<file path="src/rtl/alu_ctrl_pkg.sv">
// rtl/alu_ctrl_pkg.sv - shared types and codes for the ALU control / MDU block
package alu_ctrl_pkg;

  // ALUOp as produced by the main decoder
  typedef enum logic [1:0] {
    LSU    = 2'b00,
    BRANCH = 2'b01,
    ARITH  = 2'b10,
    JUMP   = 2'b11
  } alu_op_e;

  // Multiply/divide sequencer states
  typedef enum logic [1:0] {
    IDLE = 2'b00,
    RUN  = 2'b01,
    DONE = 2'b10
  } md_state_e;

  // ALU operation codes
  localparam logic [3:0] OP_AND  = 4'b0000;
  localparam logic [3:0] OP_OR   = 4'b0001;
  localparam logic [3:0] OP_ADD  = 4'b0010;
  localparam logic [3:0] OP_XOR  = 4'b0011;
  localparam logic [3:0] OP_SLL  = 4'b0100;
  localparam logic [3:0] OP_SRL  = 4'b0101;
  localparam logic [3:0] OP_SUB  = 4'b0110;
  localparam logic [3:0] OP_SRA  = 4'b0111;
  localparam logic [3:0] OP_BEQ  = 4'b1000;
  localparam logic [3:0] OP_BNE  = 4'b1001;
  localparam logic [3:0] OP_BGE  = 4'b1010;
  localparam logic [3:0] OP_BGEU = 4'b1011;
  localparam logic [3:0] OP_SLT  = 4'b1100;
  localparam logic [3:0] OP_JUMP = 4'b1101;
  localparam logic [3:0] OP_SLTU = 4'b1110;
  // Branch compares reuse the set-less-than codes
  localparam logic [3:0] OP_BLT  = OP_SLT;
  localparam logic [3:0] OP_BLTU = OP_SLTU;

  // funct7 values of interest
  localparam logic [6:0] F7_BASE   = 7'b0000000;
  localparam logic [6:0] F7_ALT    = 7'b0100000;
  localparam logic [6:0] F7_MULDIV = 7'b0000001;

endpackage

</file>
<file path="src/rtl/alu_ctrl_mdu_if.sv">
// rtl/alu_ctrl_mdu_if.sv - EX-stage bus between pipeline and ALU control / MDU
// master: pipeline side (drives decode fields, operands, in_valid, flush)
// slave : alu_ctrl_mdu (drives operation, md_sel, busy, md_result, md_valid)
interface alu_ctrl_mdu_if #(
  parameter int XLEN = 32,
  parameter int OP_W = 4
);
  logic [1:0]      alu_op;
  logic [6:0]      funct7;
  logic [2:0]      funct3;
  logic            is_rtype;
  logic            in_valid;
  logic            flush;
  logic [XLEN-1:0] op_a;
  logic [XLEN-1:0] op_b;
  logic [OP_W-1:0] operation;
  logic            md_sel;
  logic            busy;
  logic [XLEN-1:0] md_result;
  logic            md_valid;

  modport master (
    output alu_op, funct7, funct3, is_rtype, in_valid, flush, op_a, op_b,
    input  operation, md_sel, busy, md_result, md_valid
  );

  modport slave (
    input  alu_op, funct7, funct3, is_rtype, in_valid, flush, op_a, op_b,
    output operation, md_sel, busy, md_result, md_valid
  );
endinterface

</file>
<file path="src/rtl/md_iter_unit.sv">
// rtl/md_iter_unit.sv - iterative shift-add multiplier / restoring divider datapath
// Ports: clk, rst_n (async active-low); load latches operands/funct3 and clears
// the counter; step performs one iteration; last flags the final iteration;
// result is the sign-corrected M-op result selected by the latched funct3.
module md_iter_unit #(
  parameter int XLEN = 32
) (
  input  logic            clk,
  input  logic            rst_n,
  input  logic            load,
  input  logic            step,
  input  logic [2:0]      funct3,
  input  logic [XLEN-1:0] op_a,
  input  logic [XLEN-1:0] op_b,
  output logic            last,
  output logic [XLEN-1:0] result
);
  localparam int CW = $clog2(XLEN);

  logic [CW-1:0]     cnt;
  logic [2:0]        f3;
  logic              a_neg, b_neg, div_zero;
  // mul: acc_lo holds the multiplier, opnd the multiplicand
  // div: acc_lo holds dividend/quotient bits, acc_hi the partial remainder, opnd the divisor
  logic [XLEN-1:0]   acc_hi, acc_lo, opnd;

  logic              a_signed, b_signed, a_neg_in, b_neg_in;
  logic [XLEN-1:0]   mag_a, mag_b;
  logic [XLEN:0]     add_sum, shl_rem, sub_diff;
  logic [2*XLEN-1:0] prod_neg;
  logic [XLEN-1:0]   quot, rem;

  always_comb begin
    a_signed = (funct3 == 3'b001) || (funct3 == 3'b010) ||
               (funct3 == 3'b100) || (funct3 == 3'b110);
    b_signed = (funct3 == 3'b001) || (funct3 == 3'b100) || (funct3 == 3'b110);
    a_neg_in = a_signed & op_a[XLEN-1];
    b_neg_in = b_signed & op_b[XLEN-1];
    // -(-2^(XLEN-1)) wraps to 2^(XLEN-1), which is the correct unsigned magnitude
    mag_a    = a_neg_in ? -op_a : op_a;
    mag_b    = b_neg_in ? -op_b : op_b;
  end

  always_comb begin
    add_sum  = {1'b0, acc_hi} + (acc_lo[0] ? {1'b0, opnd} : '0);
    shl_rem  = {acc_hi, acc_lo[XLEN-1]};
    // MSB set means the trial subtraction borrowed
    sub_diff = shl_rem - {1'b0, opnd};
  end

  always_ff @(posedge clk or negedge rst_n) begin
    if (!rst_n) begin
      cnt      <= '0;
      f3       <= '0;
      a_neg    <= 1'b0;
      b_neg    <= 1'b0;
      div_zero <= 1'b0;
      acc_hi   <= '0;
      acc_lo   <= '0;
      opnd     <= '0;
    end else if (load) begin
      cnt      <= '0;
      f3       <= funct3;
      a_neg    <= a_neg_in;
      b_neg    <= b_neg_in;
      div_zero <= funct3[2] && (op_b == '0);
      acc_hi   <= '0;
      acc_lo   <= funct3[2] ? mag_a : mag_b;
      opnd     <= funct3[2] ? mag_b : mag_a;
    end else if (step) begin
      cnt <= cnt + 1'b1;
      if (f3[2]) begin
        if (!sub_diff[XLEN]) begin
          acc_hi <= sub_diff[XLEN-1:0];
          acc_lo <= {acc_lo[XLEN-2:0], 1'b1};
        end else begin
          acc_hi <= shl_rem[XLEN-1:0];
          acc_lo <= {acc_lo[XLEN-2:0], 1'b0};
        end
      end else begin
        {acc_hi, acc_lo} <= {add_sum, acc_lo[XLEN-1:1]};
      end
    end
  end

  assign last = (cnt == CW'(XLEN - 1));

  always_comb begin
    prod_neg = -{acc_hi, acc_lo};
    // Divide by zero leaves the magnitude quotient all-ones; force it so the
    // sign fixup cannot turn it into +1.
    quot     = div_zero ? '1 : ((a_neg ^ b_neg) ? -acc_lo : acc_lo);
    // Remainder takes the dividend's sign, which also yields op_a on divide by zero
    rem      = a_neg ? -acc_hi : acc_hi;
    case (f3)
      3'b000:         result = acc_lo;
      3'b001, 3'b010: result = (a_neg ^ b_neg) ? prod_neg[2*XLEN-1:XLEN] : acc_hi;
      3'b011:         result = acc_hi;
      3'b100, 3'b101: result = quot;
      default:        result = rem;
    endcase
  end
endmodule

</file>
<file path="src/rtl/alu_ctrl_mdu.sv">
// rtl/alu_ctrl_mdu.sv - ALU control decode plus multi-cycle M-extension sequencer
// Ports: clk, rst_n (async active-low), bus (alu_ctrl_mdu_if.slave):
//   decode inputs alu_op/funct7/funct3/is_rtype -> operation, md_sel (combinational)
//   in_valid/flush/op_a/op_b -> busy (stall), md_result/md_valid (one-cycle pulse)
module alu_ctrl_mdu
  import alu_ctrl_pkg::*;
#(
  parameter int XLEN   = 32,
  parameter int OP_W   = 4,
  parameter bit MDU_EN = 1'b1
) (
  input logic           clk,
  input logic           rst_n,
  alu_ctrl_mdu_if.slave bus
);
  logic       is_m, f7_base, imm_ok;
  logic [3:0] op_code;

  assign f7_base = (bus.funct7 == F7_BASE);
  // I-type arithmetic carries immediate bits in funct7, so only R-type needs F7_BASE
  assign imm_ok  = !bus.is_rtype || f7_base;
  assign is_m    = (bus.alu_op == ARITH) && bus.is_rtype && (bus.funct7 == F7_MULDIV);

  always_comb begin
    op_code = OP_AND;
    case (alu_op_e'(bus.alu_op))
      LSU:  op_code = OP_ADD;
      JUMP: op_code = OP_JUMP;
      BRANCH: begin
        case (bus.funct3)
          3'b000:  op_code = OP_BEQ;
          3'b001:  op_code = OP_BNE;
          3'b100:  op_code = OP_BLT;
          3'b101:  op_code = OP_BGE;
          3'b110:  op_code = OP_BLTU;
          3'b111:  op_code = OP_BGEU;
          default: op_code = OP_AND;
        endcase
      end
      ARITH: begin
        if (is_m) begin
          op_code = OP_ADD;
        end else begin
          case (bus.funct3)
            3'b000: if (imm_ok) op_code = OP_ADD;
                    else if (bus.funct7 == F7_ALT) op_code = OP_SUB;
            3'b001: if (f7_base) op_code = OP_SLL;
            3'b010: if (imm_ok) op_code = OP_SLT;
            3'b011: if (imm_ok) op_code = OP_SLTU;
            3'b100: if (imm_ok) op_code = OP_XOR;
            3'b101: if (f7_base) op_code = OP_SRL;
                    else if (bus.funct7 == F7_ALT) op_code = OP_SRA;
            3'b110: if (imm_ok) op_code = OP_OR;
            default: op_code = OP_AND;
          endcase
        end
      end
    endcase
  end

  assign bus.operation = OP_W'(op_code);

  if (MDU_EN) begin : g_mdu
    md_state_e       state, state_nxt;
    logic            prev_done, start, busy, md_valid, last;
    logic [XLEN-1:0] result;

    always_ff @(posedge clk or negedge rst_n) begin
      if (!rst_n) begin
        state     <= IDLE;
        prev_done <= 1'b0;
      end else begin
        state     <= state_nxt;
        prev_done <= (state == DONE);
      end
    end

    always_comb begin
      state_nxt = state;
      start     = 1'b0;
      busy      = 1'b0;
      md_valid  = 1'b0;
      case (state)
        IDLE: begin
          // The instruction is still presented in the cycle after DONE; prev_done
          // stops it being accepted a second time. rst_n keeps busy low during reset.
          start = rst_n && bus.in_valid && is_m && !bus.flush && !prev_done;
          if (start) begin
            busy      = 1'b1;
            state_nxt = RUN;
          end
        end
        RUN: begin
          busy = 1'b1;
          if (bus.flush)  state_nxt = IDLE;
          else if (last)  state_nxt = DONE;
        end
        DONE: begin
          md_valid  = !bus.flush;
          state_nxt = IDLE;
        end
        default: state_nxt = IDLE;
      endcase
    end

    md_iter_unit #(.XLEN(XLEN)) u_iter (
      .clk    (clk),
      .rst_n  (rst_n),
      .load   (start),
      .step   (state == RUN),
      .funct3 (bus.funct3),
      .op_a   (bus.op_a),
      .op_b   (bus.op_b),
      .last   (last),
      .result (result)
    );

    assign bus.md_sel    = is_m;
    assign bus.busy      = busy;
    assign bus.md_valid  = md_valid;
    assign bus.md_result = (state == DONE) ? result : '0;
  end else begin : g_no_mdu
    assign bus.md_sel    = 1'b0;
    assign bus.busy      = 1'b0;
    assign bus.md_valid  = 1'b0;
    assign bus.md_result = '0;
  end
endmodule

</file>
<file path="src/flat_wrapper.sv">
// flat-port wrapper written by rule: the top's interface ports become plain ports
module alu_ctrl_mdu_flat import alu_ctrl_pkg::*;
#(
  parameter int XLEN   = 32,
  parameter int OP_W   = 4,
  parameter bit MDU_EN = 1'b1
)
  (clk, rst_n, bus_alu_op, bus_funct7, bus_funct3, bus_is_rtype, bus_in_valid, bus_flush, bus_op_a, bus_op_b, bus_operation, bus_md_sel, bus_busy, bus_md_result, bus_md_valid);
  alu_ctrl_mdu_if #(.XLEN(XLEN), .OP_W(OP_W)) bus_i ();
  input logic clk;
  input logic rst_n;
  input wire logic [$bits(bus_i.alu_op)-1:0] bus_alu_op;
  input wire logic [$bits(bus_i.funct7)-1:0] bus_funct7;
  input wire logic [$bits(bus_i.funct3)-1:0] bus_funct3;
  input wire logic [$bits(bus_i.is_rtype)-1:0] bus_is_rtype;
  input wire logic [$bits(bus_i.in_valid)-1:0] bus_in_valid;
  input wire logic [$bits(bus_i.flush)-1:0] bus_flush;
  input wire logic [$bits(bus_i.op_a)-1:0] bus_op_a;
  input wire logic [$bits(bus_i.op_b)-1:0] bus_op_b;
  output wire logic [$bits(bus_i.operation)-1:0] bus_operation;
  output wire logic [$bits(bus_i.md_sel)-1:0] bus_md_sel;
  output wire logic [$bits(bus_i.busy)-1:0] bus_busy;
  output wire logic [$bits(bus_i.md_result)-1:0] bus_md_result;
  output wire logic [$bits(bus_i.md_valid)-1:0] bus_md_valid;
  assign bus_i.alu_op = bus_alu_op;
  assign bus_i.funct7 = bus_funct7;
  assign bus_i.funct3 = bus_funct3;
  assign bus_i.is_rtype = bus_is_rtype;
  assign bus_i.in_valid = bus_in_valid;
  assign bus_i.flush = bus_flush;
  assign bus_i.op_a = bus_op_a;
  assign bus_i.op_b = bus_op_b;
  assign bus_operation = bus_i.operation;
  assign bus_md_sel = bus_i.md_sel;
  assign bus_busy = bus_i.busy;
  assign bus_md_result = bus_i.md_result;
  assign bus_md_valid = bus_i.md_valid;
  alu_ctrl_mdu #(.XLEN(XLEN), .OP_W(OP_W), .MDU_EN(MDU_EN)) u_core (.clk(clk), .rst_n(rst_n), .bus(bus_i));
endmodule
</file>
<file path="config.mk">
export PLATFORM = sky130hd
export DESIGN_NAME = alu_ctrl_mdu_flat
export DESIGN_NICKNAME = d
export VERILOG_FILES = /design/src/rtl/alu_ctrl_pkg.sv /design/src/rtl/alu_ctrl_mdu_if.sv /design/src/rtl/md_iter_unit.sv /design/src/rtl/alu_ctrl_mdu.sv /design/src/flat_wrapper.sv
export SDC_FILE = /design/constraint.sdc
export NUM_CORES = 1
export LEC_CHECK = 0
export BUFFER_PORTS_ARGS = -buffer_cell sky130_fd_sc_hd__buf_2
export CORE_ASPECT_RATIO = 0.75
export CORE_UTILIZATION = 60
export DETAILED_ROUTE_END_ITERATION = 10
export PLACE_DENSITY = 0.81
export SYNTH_ARGS = -nofsm -noshare
export SYNTH_HDL_FRONTEND = slang
export SYNTH_SLANG_ARGS = --single-unit
export TNS_END_PERCENT = 100
</file>
<file path="constraint.sdc">
create_clock -name clk -period 7.6 [get_ports clk]
set_input_delay 1.14 -clock clk [delete_from_list [all_inputs] [get_ports clk]]
set_output_delay 1.14 -clock clk [all_outputs]
set_load 0.005 [all_outputs]
</file>
==> flow_summary_export.csv <==
group,metric,value,unit
pwr,p_leak,0.006314,uW
critical_path,critPathRequiredTime,6460,ps
critical_path,setup.worst_path.start,"u_core.g_mdu.u_iter.acc_lo[0]$_DFFE_PN0N_",
run,cap_viol_max_count,0,
grt,grt_pass1_wl,69060,um
logic_synthesis,syn_nets,2093,
floorplanning,start_util,62.12,%
logic_synthesis,ys_async_sr_fraction,100.0,%
drt,firstDrtPassIters,7,
floorplanning,io_pins,120,
drt,wire_per_inst,19.77,um
finish,mostFrequentLayoutCells,"a21oi_1, nand2_1, nor2_1",
finish,nFillCells,2015,
clock_network,ctsHoldBuffers,0,
floorplanning,row_count,47,
logic_synthesis,yosys_warnings,0,
timing,slew_violations,0,
critical_path,crit_fanout,32,
drt,dr.first_iter.drc_count,1828,
clock_network,postCtsSetupRepairBufs,0,
logic_synthesis,synth_cells,1940,
drt,vias_per_cell,6.627,
finish,layout.cells.non_filler,2227,
finish,fin_nets,2081,
grt,grt_pass1_vias,13160,
critical_path,critPathKind,"flop to output pin",
logic_synthesis,ys_seq_area_share,19.78,%
finish,num_antenna_cells,0,
logic_synthesis,ys_ff_latch,110,
finish,register_area,2754,um^2
drt,wl,44030,um
critical_path,worst-r2r-setup-slack,2600,ps
finish,syn_to_final_growth,6.095,%
logic_synthesis,postSynthAreaPerCell,7.174,um^2
drt,dr_wl_met2,19160,um
floorplanning,die_y,133.9,um
finish,multiInputGateArea,10310,um^2
clock_network,clock_latency,380,ps
drt,antenna_left,0,
timing,fin_skew,13.88,ps
timing,setup_viol,0,
place,place_worst_setup_slack,2290,ps
logic_synthesis,ys.flop_type,"dfrtp_1",
drt,via_count,14760,
logic_synthesis,syn_area,13920,um^2
timing,tns,0,ps
pwr,power_density,111.6,nW/um^2
place,globalplace.congestion,0.9919,
critical_path,endpoint_kind,"output pin",
floorplanning,coreArea,22410,um^2
worst_hold_path,hold_path.class,"flop to flop",
place,place_hpwl,32980,um
drt,met3_length,4400,um
finish,drive_gt1_share,9.829,%
timing,slew_headroom,14.56,%
clock_network,cts_tree,"done",
timing,hold_viol_final,0,
grt,grtUsageTotal,36.48,%
critical_path,worst_setup_path_start_kind,"flop",
floorplanning,die_x,177.9,um
place,portBuffers,119,
logic_synthesis,synth-edff-count,0,
clock_network,root_buffer,"clkbuf_16",
timing,max_freq,169.4,MHz
timing,rsz0062_at_grt,"no",
clock_network,numClockSinks,110,
grt,grt_max_degree,117,
finish,mostFrequentLayoutCell,"a21oi_1",
clock_network,h-tree-depth,3,
critical_path,arrival,4760,ps
critical_path,r2r_start,"u_core.g_mdu.u_iter.acc_lo[0]$_DFFE_PN0N_",
finish,utilization,65.91,%
clock_network,cts_resized,0,
floorplanning,dieArea,23820,um^2
timing,finalCriticalPeriod,5905,ps
timing,period_share,77.70,%
place,placed_cells,2211,
grt,overflow,0,
clock_network,clk_pin_slew,70,ps
clock_network,cts_made_buffers,9,
logic_synthesis,ys_types,73,
drt,top_layer,"met4",
timing,worst_slack,1695,ps
drt,drc_errors,0,
grt,antenna_found_initial,0,
drt,wl_met1,18520,um
worst_hold_path,worst_hold_startpoint,"u_core.g_mdu.u_iter.opnd[19]$_DFFE_PN0P_",
clock_network,cts_buffer_depth,2,
timing,tightest_slew,1279,ps
timing,whs,483.4,ps
run_status,outcome,"finished clean",
pwr,peakVddDrop,0.1034,mV
critical path, cell delays in order (launching register included):
cell	delay, ps
dfrtp_1	460
inv_1	830
ha_1	360
nand2_1	110
or3_1	440
nor4_1	520
nand3_1	340
o21ai_0	310
xnor2_1	150
a22oi_1	110
a221oi_1	550
buf_2	220
layout make-up:
| cell class | instances | share of cell area (%) |
|---|---|---|
| clock buffer | 9 | 1.525 |
| multi-input combinational | 1599 | 69.84 |
| timing repair buffer | 142 | 5.236 |
| inverter | 66 | 1.678 |
| clock inverter | 7 | 0.5846 |
| tap | 294 | 2.491 |
| sequential | 110 | 18.65 |
registers in the layout, indices dropped and copies added, names as in the netlist, 2 cells and up:
signal	cells
u_core.g_mdu.u_iter.acc_lo	32
u_core.g_mdu.state	2
u_core.g_mdu.u_iter.acc_hi	32
u_core.g_mdu.u_iter.f3	3
u_core.g_mdu.u_iter.cnt	5
u_core.g_mdu.u_iter.opnd	32
per-layer routing:
metal / GRT usage, % / vias to the layer above
met5: 0 / -
met4: 16.19 / 0
met3: 8.560 / 126
met2: 55.25 / 728
met1: 49.23 / 6899
li1: - / 7006
stage by stage:
step           instance area [um^2]  total power [uW]
6_report                      14770              1649
5_1_grt                       14770              1728
4_1_cts                       14770              1644
3_5_place_dp                  14460              1125
3_3_place_gp                  14460              1113
2_1_floorplan                 13920             997.2
final timing paths:
path	endpoint	depth (start not counted)
worst min-delay path	u_core.g_mdu.u_iter.opnd[19]$_DFFE_PN0P_	2
worst max register to register	u_core.g_mdu.u_iter.acc_hi[29]$_DFFE_PN0N_	13
worst max-delay path	bus_md_result[26]	11
min in group asynchronous	u_core.g_mdu.u_iter.acc_hi[30]$_DFFE_PN0N_	1
worst min register to register	u_core.g_mdu.u_iter.opnd[19]$_DFFE_PN0P_	2
max in group asynchronous	u_core.g_mdu.u_iter.f3[2]$_DFFE_PN0P_	2
kinds of logic after synthesis:
logic type               share of synthesized area [%]
AO/OA/AOI/OAI                                    31.53
AND/OR/NAND/NOR                                  19.99
buffers and inverters                            6.517
XOR/XNOR                                         12.21
flip-flops                                       19.78
adder cells (fa/ha/maj)                          6.580
multiplexers                                     3.398
synthesized netlist by cell type, types with 28 or more instances:
cell type / instances / share of area [%]
a21oi_1: 202 / 7.3
nand2_1: 199 / 5.4
nor2_1: 187 / 5.0
o21ai_0: 170 / 6.1
clkbuf_1: 137 / 3.7
dfrtp_1: 110 / 20
xnor2_1: 98 / 6.2
xor2_1: 96 / 6.0
ha_1: 70 / 6.3
inv_1: 66 / 1.8
o211ai_1: 56 / 3.0
mux2i_1: 45 / 3.2
a21o_1: 39 / 2.1
a221oi_1: 39 / 2.5
nor3_1: 33 / 1.2
a31oi_1: 29 / 1.3
nand3_1: 28 / 1.0
o31ai_1: 28 / 1.5
power breakdown:
group          internal (uW)  switching, uW
clock network            264            257
registers                603           55.1
logic                    193            276
Power figures use the tool's default switching activity.
